--- config.mk ---
export PLATFORM = sky130hd
export DESIGN_NAME = sync_fifo_ext
export DESIGN_NICKNAME = d
export VERILOG_FILES = /design/src/rtl/sync_fifo_ext.sv
export SDC_FILE = /design/constraint.sdc
export NUM_CORES = 1
export LEC_CHECK = 0
export ABC_AREA = 1
export CORE_MARGIN = 2
export CORE_UTILIZATION = 45
export CTS_BUF_LIST = sky130_fd_sc_hd__clkbuf_8
export CTS_CLUSTER_DIAMETER = 30
export DETAILED_ROUTE_END_ITERATION = 10
export PLACE_DENSITY = 0.67
export REMOVE_ABC_BUFFERS = 1
export SYNTH_ARGS = -nofsm -noshare
export SYNTH_HDL_FRONTEND = slang
export SYNTH_SLANG_ARGS = --single-unit
--- constraint.sdc ---
create_clock -name clk -period 4.2 [get_ports clk]
set_clock_uncertainty 0.15 [all_clocks]
set_input_delay 0.84 -clock clk [delete_from_list [all_inputs] [get_ports clk]]
set_output_delay 0.84 -clock clk [all_outputs]
set_load 0.01 [all_outputs]
--- src/rtl/sync_fifo_ext.sv ---
// Single-clock FIFO with arbitrary depth, optional first-word-fall-through read, programmable
// almost flags, flush, error pulses and peak watermark; full/empty reject writes/reads outright.
module sync_fifo_ext #(
    parameter int DATA_WIDTH    = 8,
    parameter int DEPTH         = 12,
    parameter int FWFT          = 0,
    parameter int AFULL_THRESH  = DEPTH - 2,
    parameter int AEMPTY_THRESH = 2,
    localparam int PTR_W        = $clog2(DEPTH),
    localparam int CNT_W        = $clog2(DEPTH + 1)
) (
    input  logic                  clk,
    input  logic                  rst_n,
    input  logic                  flush,
    input  logic                  wr_en,
    input  logic [DATA_WIDTH-1:0] wr_data,
    input  logic                  rd_en,
    output logic [DATA_WIDTH-1:0] rd_data,
    output logic                  rd_valid,
    output logic                  empty,
    output logic                  full,
    output logic                  almost_full,
    output logic                  almost_empty,
    output logic [CNT_W-1:0]      data_cnt,
    output logic [CNT_W-1:0]      max_cnt,
    output logic                  wr_err,
    output logic                  rd_err
);

    logic [DATA_WIDTH-1:0] mem [DEPTH];
    logic [PTR_W-1:0]      wr_ptr;
    logic [PTR_W-1:0]      rd_ptr;
    logic [CNT_W-1:0]      cnt_nxt;
    logic                  wr_acc;
    logic                  rd_acc;

    assign empty        = (data_cnt == '0);
    assign full         = (data_cnt == CNT_W'(DEPTH));
    assign almost_full  = (data_cnt >= CNT_W'(AFULL_THRESH));
    assign almost_empty = (data_cnt <= CNT_W'(AEMPTY_THRESH));

    // Flush masks both requests so the flush cycle neither moves data nor raises errors.
    assign wr_acc = wr_en & ~full & ~flush;
    assign rd_acc = rd_en & ~empty & ~flush;

    always_comb begin
        cnt_nxt = data_cnt;
        if (wr_acc && !rd_acc)
            cnt_nxt = data_cnt + 1'b1;
        else if (rd_acc && !wr_acc)
            cnt_nxt = data_cnt - 1'b1;
    end

    always_ff @(posedge clk or negedge rst_n) begin
        if (!rst_n) begin
            wr_ptr   <= '0;
            rd_ptr   <= '0;
            data_cnt <= '0;
            max_cnt  <= '0;
            wr_err   <= 1'b0;
            rd_err   <= 1'b0;
        end else if (flush) begin
            wr_ptr   <= '0;
            rd_ptr   <= '0;
            data_cnt <= '0;
            max_cnt  <= '0;
            wr_err   <= 1'b0;
            rd_err   <= 1'b0;
        end else begin
            // Explicit wrap compare: DEPTH need not be a power of two.
            if (wr_acc)
                wr_ptr <= (wr_ptr == PTR_W'(DEPTH - 1)) ? '0 : wr_ptr + 1'b1;
            if (rd_acc)
                rd_ptr <= (rd_ptr == PTR_W'(DEPTH - 1)) ? '0 : rd_ptr + 1'b1;
            data_cnt <= cnt_nxt;
            if (cnt_nxt > max_cnt)
                max_cnt <= cnt_nxt;
            wr_err <= wr_en & full;
            rd_err <= rd_en & empty;
        end
    end

    always_ff @(posedge clk) begin
        if (wr_acc)
            mem[wr_ptr] <= wr_data;
    end

    generate
        if (FWFT != 0) begin : g_fwft
            assign rd_data  = mem[rd_ptr];
            assign rd_valid = ~empty;
        end else begin : g_std
            logic [DATA_WIDTH-1:0] rd_data_q;
            logic                  rd_valid_q;

            always_ff @(posedge clk or negedge rst_n) begin
                if (!rst_n) begin
                    rd_data_q  <= '0;
                    rd_valid_q <= 1'b0;
                end else if (flush) begin
                    rd_valid_q <= 1'b0;
                end else begin
                    rd_valid_q <= rd_acc;
                    if (rd_acc)
                        rd_data_q <= mem[rd_ptr];
                end
            end

            assign rd_data  = rd_data_q;
            assign rd_valid = rd_valid_q;
        end
    endgenerate

endmodule

==> impl_metrics.py <==
metrics = {
    "global_route": {
        "grt_max_degree": 49,
        "antenna_found_initial": 0,
        "first_global_vias": 3597,
        "grt_overflow": 0,
        "grt_usage": 0.191,
        "grt_pass1_wl_um": 18600,
    },
    "synthesis": {
        "synth_area_per_cell_um2": 10.8,
        "yosysWarnings": 0,
        "synth_largest_area_cell": "edfxtp_1",
        "ys_seq_area_frac": 0.659,
        "synth_edf_count": 96,
        "synth.top_cell.area_share": 0.534,
        "yosys-top-cells-area": "edfxtp_1, dfrtp_1, nand2_1",
        "synth_cells": 498,
        "ys_types": 34,
        "dominantRegCellSynth": "edfxtp_1",
        "async_flop_share": 0.220,
        "synth.cell_area_um2": 5400,
        "synth_seq_cells": 123,
    },
    "sta": {
        "finalSetupViolations": 0,
        "worst_pin_slew_ns": 1.00,
        "worst_slack_ns": 1.02,
        "timing.final.crit_share": 0.756,
        "hold_violations": 0,
        "setup_tns_ns": 0,
        "min_period_ns": 3.18,
        "slew_violations": 0,
        "rsz0062_at_grt": "no",
        "max_freq_ghz": 0.315,
        "slew_headroom": 0.333,
    },
    "power_and_ir_drop": {
        "p_leak_uw": 0.00247,
        "total_power_uw": 3200,
        "powerDensity_nw_per_um2": 506,
        "max-vdd-ir-drop_mv": 0.242,
    },
    "clocking": {
        "clock-sinks": 123,
        "root_buffer": "clkbuf_8",
        "h-tree-depth": 4,
        "ctsHoldBuffers": 0,
        "clk_latency_ns": 0.44,
        "cts-resized-gates": 0,
        "cts_tree": "done",
        "post_cts_buffers": 0,
        "clockBufferDepth": 2,
        "numCtsBuffers": 17,
        "cts.clk_slew.worst_paths_ns": 0.07,
    },
    "floorplan": {
        "start_util": 0.455,
        "io_pins": 36,
        "dieWidth_um": 114,
        "rows": 40,
        "die_y_um": 114,
        "core_um2": 11900,
        "dieArea_um2": 12900,
    },
    "placement": {
        "place_congestion": 0.850,
        "post_dp_cell_area_um2": 5930,
        "dp.cells": 674,
        "place_ws_ns": 0.623,
        "portBuffers": 35,
        "hpwlAfterDp_um": 7470,
    },
    "detailed_routing": {
        "detail-route-antenna-nets": 0,
        "first_pass_iters": 5,
        "via_count": 3716,
        "drc_errors": 0,
        "drt_iter0_markers": 387,
        "wire_per_inst_um": 16.5,
        "via_per_inst": 5.26,
        "drt-total-wl_um": 11600,
    },
    "final_layout": {
        "drive_above_1_share": 0.116,
        "antenna_cells": 0,
        "fin_nets": 571,
        "fin_area_um2": 6320,
        "area_growth_pct": 17.1,
        "fin_cells": 706,
        "multi_input_area_um2": 1570,
        "fillers": 1038,
        "regArea_um2": 3560,
    },
    "run": {
        "cap_violations": 0,
    },
    "critical_path": {
        "path_class": "in2reg",
        "path_max_fanout": 13,
        "arrival_ns": 3.35,
        "worstPathRequired_ns": 4.38,
        "end_kind": "flop",
        "start_kind": "input port",
        "r2r_slack_ns": 1.27,
    },
    "run_status": {
        "outcome": "finished, final reports clean",
    },
    "min_path": {
        "min_path_type": "reg2reg",
    },
}
kinds of logic after synthesis:
logic type,count (synthesis),share of synthesized area
and+or+nand+nor,230,0.187
AOI/OAI and AO/OA,67,0.0695
adders and majority gates,12,0.0278
DFF,123,0.659
buffers and inverters,62,0.0501
xor gates and xnor gates,4,0.00649
cells in the mapped netlist, types with 8 or more instances:
library cell  count
nor2_1           71
nand2_1          79
o21ai_0          39
inv_1            35
o211ai_1          8
buf_2            13
edfxtp_1         96
a21oi_1          11
nand3_1          51
dfrtp_1          27
nor3_1           11
ha_1             12
layout by cell type (no fill, tap or decap):
cell and count:
a21oi_1 11, a21oi_2 1, a31o_2 1, a31oi_1 1, buf_4 15, bufinv_16 2, clkbuf_8 19, clkdlybuf4s50_1 35
clkinv_1 4, clkinv_2 3, clkinv_4 1, clkinvlp_4 3, dfrtp_1 27, edfxtp_1 96, ha_1 12, inv_1 36
inv_2 3, inv_4 1, inv_6 1, nand2_1 79, nand2_2 6, nand2_4 3, nand3_1 51, nand3_2 2
nand3b_1 1, nand4_1 3, nor2_1 71, nor2_2 2, nor3_1 11, o211ai_1 8, o21ai_0 39, o21ai_2 1
o21bai_1 1, o22ai_1 4, or2_2 1, xnor2_1 2, xor2_1 2
registers in the layout, indices dropped and copies added, names as in the netlist:
| signal | flops |
|---|---|
| wr_ptr | 4 |
| mem | 96 |
| rd_valid | 1 |
| data_cnt | 4 |
| rd_ptr | 4 |
| rd_err | 1 |
| wr_err | 1 |
| max_cnt | 4 |
| rd_data | 8 |
critical path, stage by stage:
cell and delay [ns]:
clkdlybuf4s50_1 0.63, inv_2 0.18, nand2_4 0.10, inv_1 0.06, nand2_2 0.18, nand3_1 0.13, nand2_1 0.08, nand2_1 0.06
nand2_1 0.08, inv_1 0.05, ha_1 0.29, a21oi_1 0.16, nand2_1 0.07, nand2_1 0.13, nand2_1 0.14, nand4_1 0.12
nand2_1 0.06
where the power goes:
| part | internal [µW] | switching, µW | leakage [µW] | total [µW] |
|---|---|---|---|---|
| registers | 1390 | 76.7 | 0.00121 | 1460 |
| clock network | 551 | 467 | 0.000194 | 1020 |
| logic | 300 | 416 | 0.00106 | 716 |
| total | 2240 | 959 | 0.00247 | 3200 |
final cells by class:
class / instances / share of cell area
flip-flops and latches: 123 / 0.563
multi-input cells: 313 / 0.248
repair buffers: 50 / 0.0733
clock buffers: 19 / 0.0414
well taps: 147 / 0.0291
inverters: 41 / 0.0247
clock inverters: 13 / 0.0200
per-stage QoR:
stage          utilization  hold slack (ns)
2_1_floorplan            -            0.365
3_3_place_gp         0.500            0.338
3_5_place_dp         0.500            0.340
4_1_cts              0.533            0.359
5_1_grt              0.533            0.392
6_report             0.533            0.345
metal layers:
metal  wire (µm)  global-route usage
met1        5150               0.240
met2        5750               0.323
met3         505              0.0489
met4         210              0.0691
met5           0                   0
worst paths after layout:
path | from | to | depth (start not counted)
setup / recovery | flush | max_cnt[3] | 17
hold / removal | rd_data[7] | rd_data[7] | 2
setup reg to reg | data_cnt[0] | max_cnt[3] | 16
hold reg to reg | rd_data[7] | rd_data[7] | 2
max in group asynchronous | rst_n | rd_data[3] | 2
min in group asynchronous | rst_n | data_cnt[1] | 2
(Power assumes the default switching activity.)
